`config.mk`:
```
export PLATFORM = sky130hd
export DESIGN_NAME = vga_framebuffer_reader
export DESIGN_NICKNAME = d
export VERILOG_FILES = /design/src/rtl/vga_framebuffer_reader.sv
export SDC_FILE = /design/constraint.sdc
export NUM_CORES = 1
export LEC_CHECK = 0
export ABC_CLOCK_PERIOD_IN_PS = 2000
export CAP_MARGIN = 20
export CELL_PAD_IN_SITES_DETAIL_PLACEMENT = 0
export CELL_PAD_IN_SITES_GLOBAL_PLACEMENT = 1
export CORE_MARGIN = 2
export CORE_UTILIZATION = 37
export DETAILED_ROUTE_END_ITERATION = 10
export GPL_TIMING_DRIVEN = 0
export PLACE_DENSITY = 0.75
export SLEW_MARGIN = 10
export SYNTH_ARGS = -nofsm -noshare
export SYNTH_HDL_FRONTEND = slang
export SYNTH_SLANG_ARGS = --single-unit
```
`constraint.sdc`:
```
create_clock -name clk -period 2 [get_ports clk]
set_input_delay 0.5 -clock clk [delete_from_list [all_inputs] [get_ports clk]]
set_output_delay 0.5 -clock clk [all_outputs]
set_load 0.03 [all_outputs]
```
`src/rtl/vga_framebuffer_reader.sv`:
```
// VGA scan-out of a double-buffered 1bpp framebuffer, pixel clock = clk/2.
// Each tick has two stages: issue the read address, then register colour/sync/blank together.
module vga_framebuffer_reader #(
    parameter logic [23:0] FG_COLOR  = 24'hFFFFFF,
    parameter logic [23:0] BG_COLOR  = 24'h000000,
    parameter int          H_VISIBLE = 640,
    parameter int          H_FRONT   = 16,
    parameter int          H_SYNC    = 96,
    parameter int          H_BACK    = 48,
    parameter int          V_VISIBLE = 480,
    parameter int          V_FRONT   = 10,
    parameter int          V_SYNC    = 2,
    parameter int          V_BACK    = 33
) (
    input  logic        clk,
    input  logic        reset,
    input  logic        swap_req,
    output logic        swap_ack,
    output logic        display_buf,
    output logic [19:0] rd_addr,
    input  logic        rd_data,
    output logic        VGA_CLK,
    output logic        VGA_HS,
    output logic        VGA_VS,
    output logic        VGA_BLANK_N,
    output logic        VGA_SYNC_N,
    output logic [7:0]  VGA_R,
    output logic [7:0]  VGA_G,
    output logic [7:0]  VGA_B,
    output logic        frame_start
);

    localparam logic [9:0]  H_VIS_END  = 10'(H_VISIBLE);
    localparam logic [9:0]  H_SYNC_BEG = 10'(H_VISIBLE + H_FRONT);
    localparam logic [9:0]  H_SYNC_END = 10'(H_VISIBLE + H_FRONT + H_SYNC);
    localparam logic [9:0]  H_LAST     = 10'(H_VISIBLE + H_FRONT + H_SYNC + H_BACK - 1);
    localparam logic [9:0]  V_VIS_END  = 10'(V_VISIBLE);
    localparam logic [9:0]  V_VIS_LAST = 10'(V_VISIBLE - 1);
    localparam logic [9:0]  V_SYNC_BEG = 10'(V_VISIBLE + V_FRONT);
    localparam logic [9:0]  V_SYNC_END = 10'(V_VISIBLE + V_FRONT + V_SYNC);
    localparam logic [9:0]  V_LAST     = 10'(V_VISIBLE + V_FRONT + V_SYNC + V_BACK - 1);
    localparam logic [18:0] ROW_STRIDE = 19'(H_VISIBLE);

    logic        phase_q;
    logic [9:0]  h_q, h_d;
    logic [9:0]  v_q, v_d;
    logic [18:0] row_base_q, row_base_d;
    logic [19:0] rd_addr_q, rd_addr_d;
    logic        active1_q, active1_d;
    logic        hs1_q, hs1_d;
    logic        vs1_q, vs1_d;
    logic [23:0] rgb_q, rgb_d;
    logic        blank_n_q, blank_n_d;
    logic        hs_q, hs_d;
    logic        vs_q, vs_d;
    logic        disp_q, disp_d;
    logic        swap_ack_q, swap_ack_d;

    logic tick;
    logic h_wrap;
    logic v_wrap;
    logic visible;
    logic in_hsync;
    logic in_vsync;
    logic at_swap_point;

    assign tick          = phase_q;
    assign h_wrap        = (h_q == H_LAST);
    assign v_wrap        = (v_q == V_LAST);
    assign visible       = (h_q < H_VIS_END) && (v_q < V_VIS_END);
    assign in_hsync      = (h_q >= H_SYNC_BEG) && (h_q < H_SYNC_END);
    assign in_vsync      = (v_q >= V_SYNC_BEG) && (v_q < V_SYNC_END);
    // Swap only at the start of vsync so the visible region never sees a buffer change.
    assign at_swap_point = (h_q == 10'd0) && (v_q == V_SYNC_BEG);

    always_comb begin
        h_d        = h_q;
        v_d        = v_q;
        row_base_d = row_base_q;
        rd_addr_d  = rd_addr_q;
        active1_d  = active1_q;
        hs1_d      = hs1_q;
        vs1_d      = vs1_q;
        rgb_d      = rgb_q;
        blank_n_d  = blank_n_q;
        hs_d       = hs_q;
        vs_d       = vs_q;
        disp_d     = disp_q;
        swap_ack_d = 1'b0;

        if (tick) begin
            h_d = h_wrap ? 10'd0 : h_q + 10'd1;
            if (h_wrap) begin
                v_d        = v_wrap ? 10'd0 : v_q + 10'd1;
                row_base_d = (v_q < V_VIS_LAST) ? row_base_q + ROW_STRIDE : 19'd0;
            end

            if (visible) begin
                rd_addr_d = {disp_q, row_base_q + 19'(h_q)};
            end
            active1_d = visible;
            hs1_d     = ~in_hsync;
            vs1_d     = ~in_vsync;

            rgb_d     = active1_q ? (rd_data ? FG_COLOR : BG_COLOR) : 24'd0;
            blank_n_d = active1_q;
            hs_d      = hs1_q;
            vs_d      = vs1_q;

            if (at_swap_point && swap_req) begin
                disp_d     = ~disp_q;
                swap_ack_d = 1'b1;
            end
        end
    end

    always_ff @(posedge clk or negedge reset) begin
        if (!reset) begin
            phase_q    <= 1'b0;
            h_q        <= 10'd0;
            v_q        <= 10'd0;
            row_base_q <= 19'd0;
            rd_addr_q  <= 20'd0;
            active1_q  <= 1'b0;
            hs1_q      <= 1'b1;
            vs1_q      <= 1'b1;
            rgb_q      <= 24'd0;
            blank_n_q  <= 1'b0;
            hs_q       <= 1'b1;
            vs_q       <= 1'b1;
            disp_q     <= 1'b0;
            swap_ack_q <= 1'b0;
        end else begin
            phase_q    <= ~phase_q;
            h_q        <= h_d;
            v_q        <= v_d;
            row_base_q <= row_base_d;
            rd_addr_q  <= rd_addr_d;
            active1_q  <= active1_d;
            hs1_q      <= hs1_d;
            vs1_q      <= vs1_d;
            rgb_q      <= rgb_d;
            blank_n_q  <= blank_n_d;
            hs_q       <= hs_d;
            vs_q       <= vs_d;
            disp_q     <= disp_d;
            swap_ack_q <= swap_ack_d;
        end
    end

    assign swap_ack    = swap_ack_q;
    assign display_buf = disp_q;
    assign rd_addr     = rd_addr_q;
    assign VGA_CLK     = phase_q;
    assign VGA_HS      = hs_q;
    assign VGA_VS      = vs_q;
    assign VGA_BLANK_N = blank_n_q;
    assign VGA_SYNC_N  = 1'b0;
    assign VGA_R       = rgb_q[23:16];
    assign VGA_G       = rgb_q[15:8];
    assign VGA_B       = rgb_q[7:0];
    // High during the clk that ends in the (0,0) tick.
    assign frame_start = tick && (h_q == 10'd0) && (v_q == 10'd0);

endmodule

```
==> results.json <==
{
  "synth_seq_area_share_pct": 48.7,
  "ys_top_cells_by_area": "dfrtp_1 45%, o21ai_0 6.6%, buf_4 5.6%",
  "syn_nets": 337,
  "fin_hold_ws_ps": 226,
  "cp.required_ps": 1500,
  "wl_met1_um": 3350,
  "multi_input_area_um2": 1470,
  "start_util_pct": 38.5,
  "hold_path_class": "primary input to async pin",
  "die_w_um": 96.9,
  "yosys.area.top_type_share_pct": 45.5,
  "final_cell_mix": "50 x dfrtp_1, 48 x buf_4, 41 x o21ai_0",
  "synth_top_family_by_area": "simple AND/OR/NAND/NOR gates",
  "synth-edff-count": 0,
  "hpwl_um": 4540,
  "syn_area_um2": 3190,
  "cts_tree": "built",
  "grt_max_degree": 63,
  "vias": 2540,
  "port_buffers": 54,
  "clock_skew_ps": 10.2,
  "drive_above_1_share_pct": 26.3,
  "min_period_over_period_pct": 109,
  "dr.max_layer_used": "met4",
  "synth.largest_area_cell": "dfrtp_1",
  "routedWlPerCell_um": 13.8,
  "async_reset_ff_share_pct": 100,
  "setup_viol": 1,
  "syn_area_per_cell_um2": 9.82,
  "drcViolationCount": 0,
  "hold_viol": 0,
  "crit_path_start_kind": "flop",
  "status": "finished, violations left",
  "grt_pass1_wl_um": 11600,
  "critPathCapture": "frame_start",
  "critPathMaxFanout": 5,
  "wl_met3_um": 330,
  "critPathLaunch": "v_q[8]",
  "worst_slack_ps": -171,
  "die-area_um2": 9390,
  "placed_cell_area_um2": 3880,
  "clockBufferDepth": 2,
  "yosysWarnings": 0,
  "timing.fmax_mhz": 461,
  "stdcell_area_um2": 4230,
  "grt_overflow_total": 0,
  "clock_sinks": 62,
  "h-tree-depth": 3,
  "cp.arrival_ps": 1670,
  "rsz0062_at_grt": "yes",
  "synth_cell_types": 45,
  "fin_setup_tns_ps": -171,
  "final.min_clock_period_ps": 2170,
  "path_class": "flop to output pin",
  "clk_pin_slew_ps": 70,
  "ioPinCount": 56,
  "powerDensity_nw_per_um2": 592,
  "yosys.area_share.simple_pct": 16.8,
  "reg2reg_from": "h_q[0]",
  "layout.area.seq_um2": 1570,
  "syn2layout_area_growth_pct": 32.3,
  "clock_latency_ps": 340,
  "synth_mux_area_share_pct": 3.84,
  "core-area_um2": 8300,
  "endpoint_kind": "output pin",
  "synthAdderAreaFrac_pct": 3.13,
  "pre_cts_ws_ps": -447,
  "postRouteAntennaNets": 0,
  "numCtsBuffers": 9,
  "regToRegEndpoint": "v_q[4]",
  "grt_pass1_vias": 2448,
  "rows": 33,
  "nNetsFinal": 410,
  "synth_flop_cell": "dfrtp_1",
  "fillers": 791,
  "antenna_cells": 0,
  "cts_hold_buffers": 0,
  "grt_antenna_before_repair": 0,
  "ir_drop_mv": 0.262,
  "die_y_um": 96.9,
  "synth_compound_area_share_pct": 11.9,
  "grt_usage_pct": 15.0,
  "maxSlewHeadroom_pct": 48.2,
  "ys_ff_latch": 62,
  "max_cap_violations": 0,
  "drt-total-wl_um": 7000,
  "totalPowerFinal_uw": 2500,
  "tightest_slew_ps": 777,
  "netlist_instances": 325,
  "cts-root-buf": "clkbuf_8",
  "viasPerCell": 5.00,
  "place_congestion": 0.767,
  "rrSetupSlack_ps": 40,
  "dr_wl_met2_um": 3220,
  "rr_worst_depth": 6,
  "violations": "negative setup slack",
  "total_leakage_power_uw": 0.00181,
  "final_common_cell": "dfrtp_1",
  "drt_iter0_markers": 111,
  "synthXorXnorAreaFrac_pct": 6.58,
  "finalMaxSlewViolations": 0,
  "dr.pass1.iters": 4
}
[cells in the mapped netlist, types with 2 or more instances]
cell,n
a21o_1,2
a21oi_1,6
a22o_1,2
a31oi_1,3
a41oi_1,2
and3_1,3
and4b_1,2
buf_2,2
buf_4,24
clkbuf_1,13
dfrtp_1,58
dfstp_2,4
ha_1,8
inv_1,8
mux2_2,10
nand2_1,39
nand3_1,6
nand4_1,9
nand4b_1,2
nor2_1,15
nor2b_1,3
nor3_1,9
nor4_1,6
o21ai_0,42
o31ai_1,4
or4_1,2
xnor2_1,16
xor2_1,8
[state kept, by name, summed over array words and instances (netlist names), 10 cells and up]
register,cells
rd_addr,20
v_q,10
row_base_q,12
h_q,10
[power breakdown]
part / total, uW / internal [uW] / switching, uW
clock network: 1080 / 606 / 478
logic: 156 / 61.2 / 95.2
registers: 1260 / 1260 / 3.96
[critical path, cell delays in order (launching register included)]
cell and delay, ps:
dfrtp_2 460, nor4_4 310, nand3b_1 160, nor4_4 210, buf_4 190
[repair_timing]
item	4_1_cts	5_1_grt
resized for setup	48	35
buffers inserted	3	8
pin swaps	3	7
setup endpoints to repair	59	34
endpoints found under the hold margin	0	0
cloned	0	1
[logic make-up (layout without fill, tap and decap cells)]
kind of cell | after synthesis | after routing
compound gates | 66 | 66
xor+xnor | 24 | 24
fa+ha+maj | 8 | 8
buf+inv | 49 | 126
flops | 62 | 62
mux | 11 | 11
other cells | 1 | 1
simple gates | 104 | 105
[how the worst min path moves through the flow]
stage / slack (ps) / end / from
2_1_floorplan: 200 / VGA_BLANK_N / reset
3_3_place_gp: 460 / rd_addr[17] / rd_addr[17]
3_5_place_dp: 470 / rd_addr[1] / rd_addr[1]
4_1_cts: 250 / rd_addr[13] / reset
5_1_grt: 310 / rd_addr[13] / reset
6_report: 230 / rd_addr[13] / reset
[area by class of cell]
class	instances	share of cell area, %
clock buffers	12	3.43
plain buffers	37	5.95
clock inverters	4	1.13
well taps	105	3.11
multi-input cells	215	34.9
inverters	8	0.711
flip-flops and latches	62	37.1
repair buffers	65	13.7
[through the flow]
step | instances | util, %
floorplan | 325 | -
global placement | 484 | 46.8
detailed placement | 484 | 46.8
CTS | 500 | 49.5
global route | 508 | 50.9
finish | 508 | 50.9
[routing by layer]
metal | up-vias | global-route usage [%]
met5 | - | 0
met4 | 0 | 5.20
met3 | 10 | 4.12
met2 | 65 | 23.1
met1 | 1200 | 20.3
li1 | 1265 | -
Power figures use the tool's default switching activity.
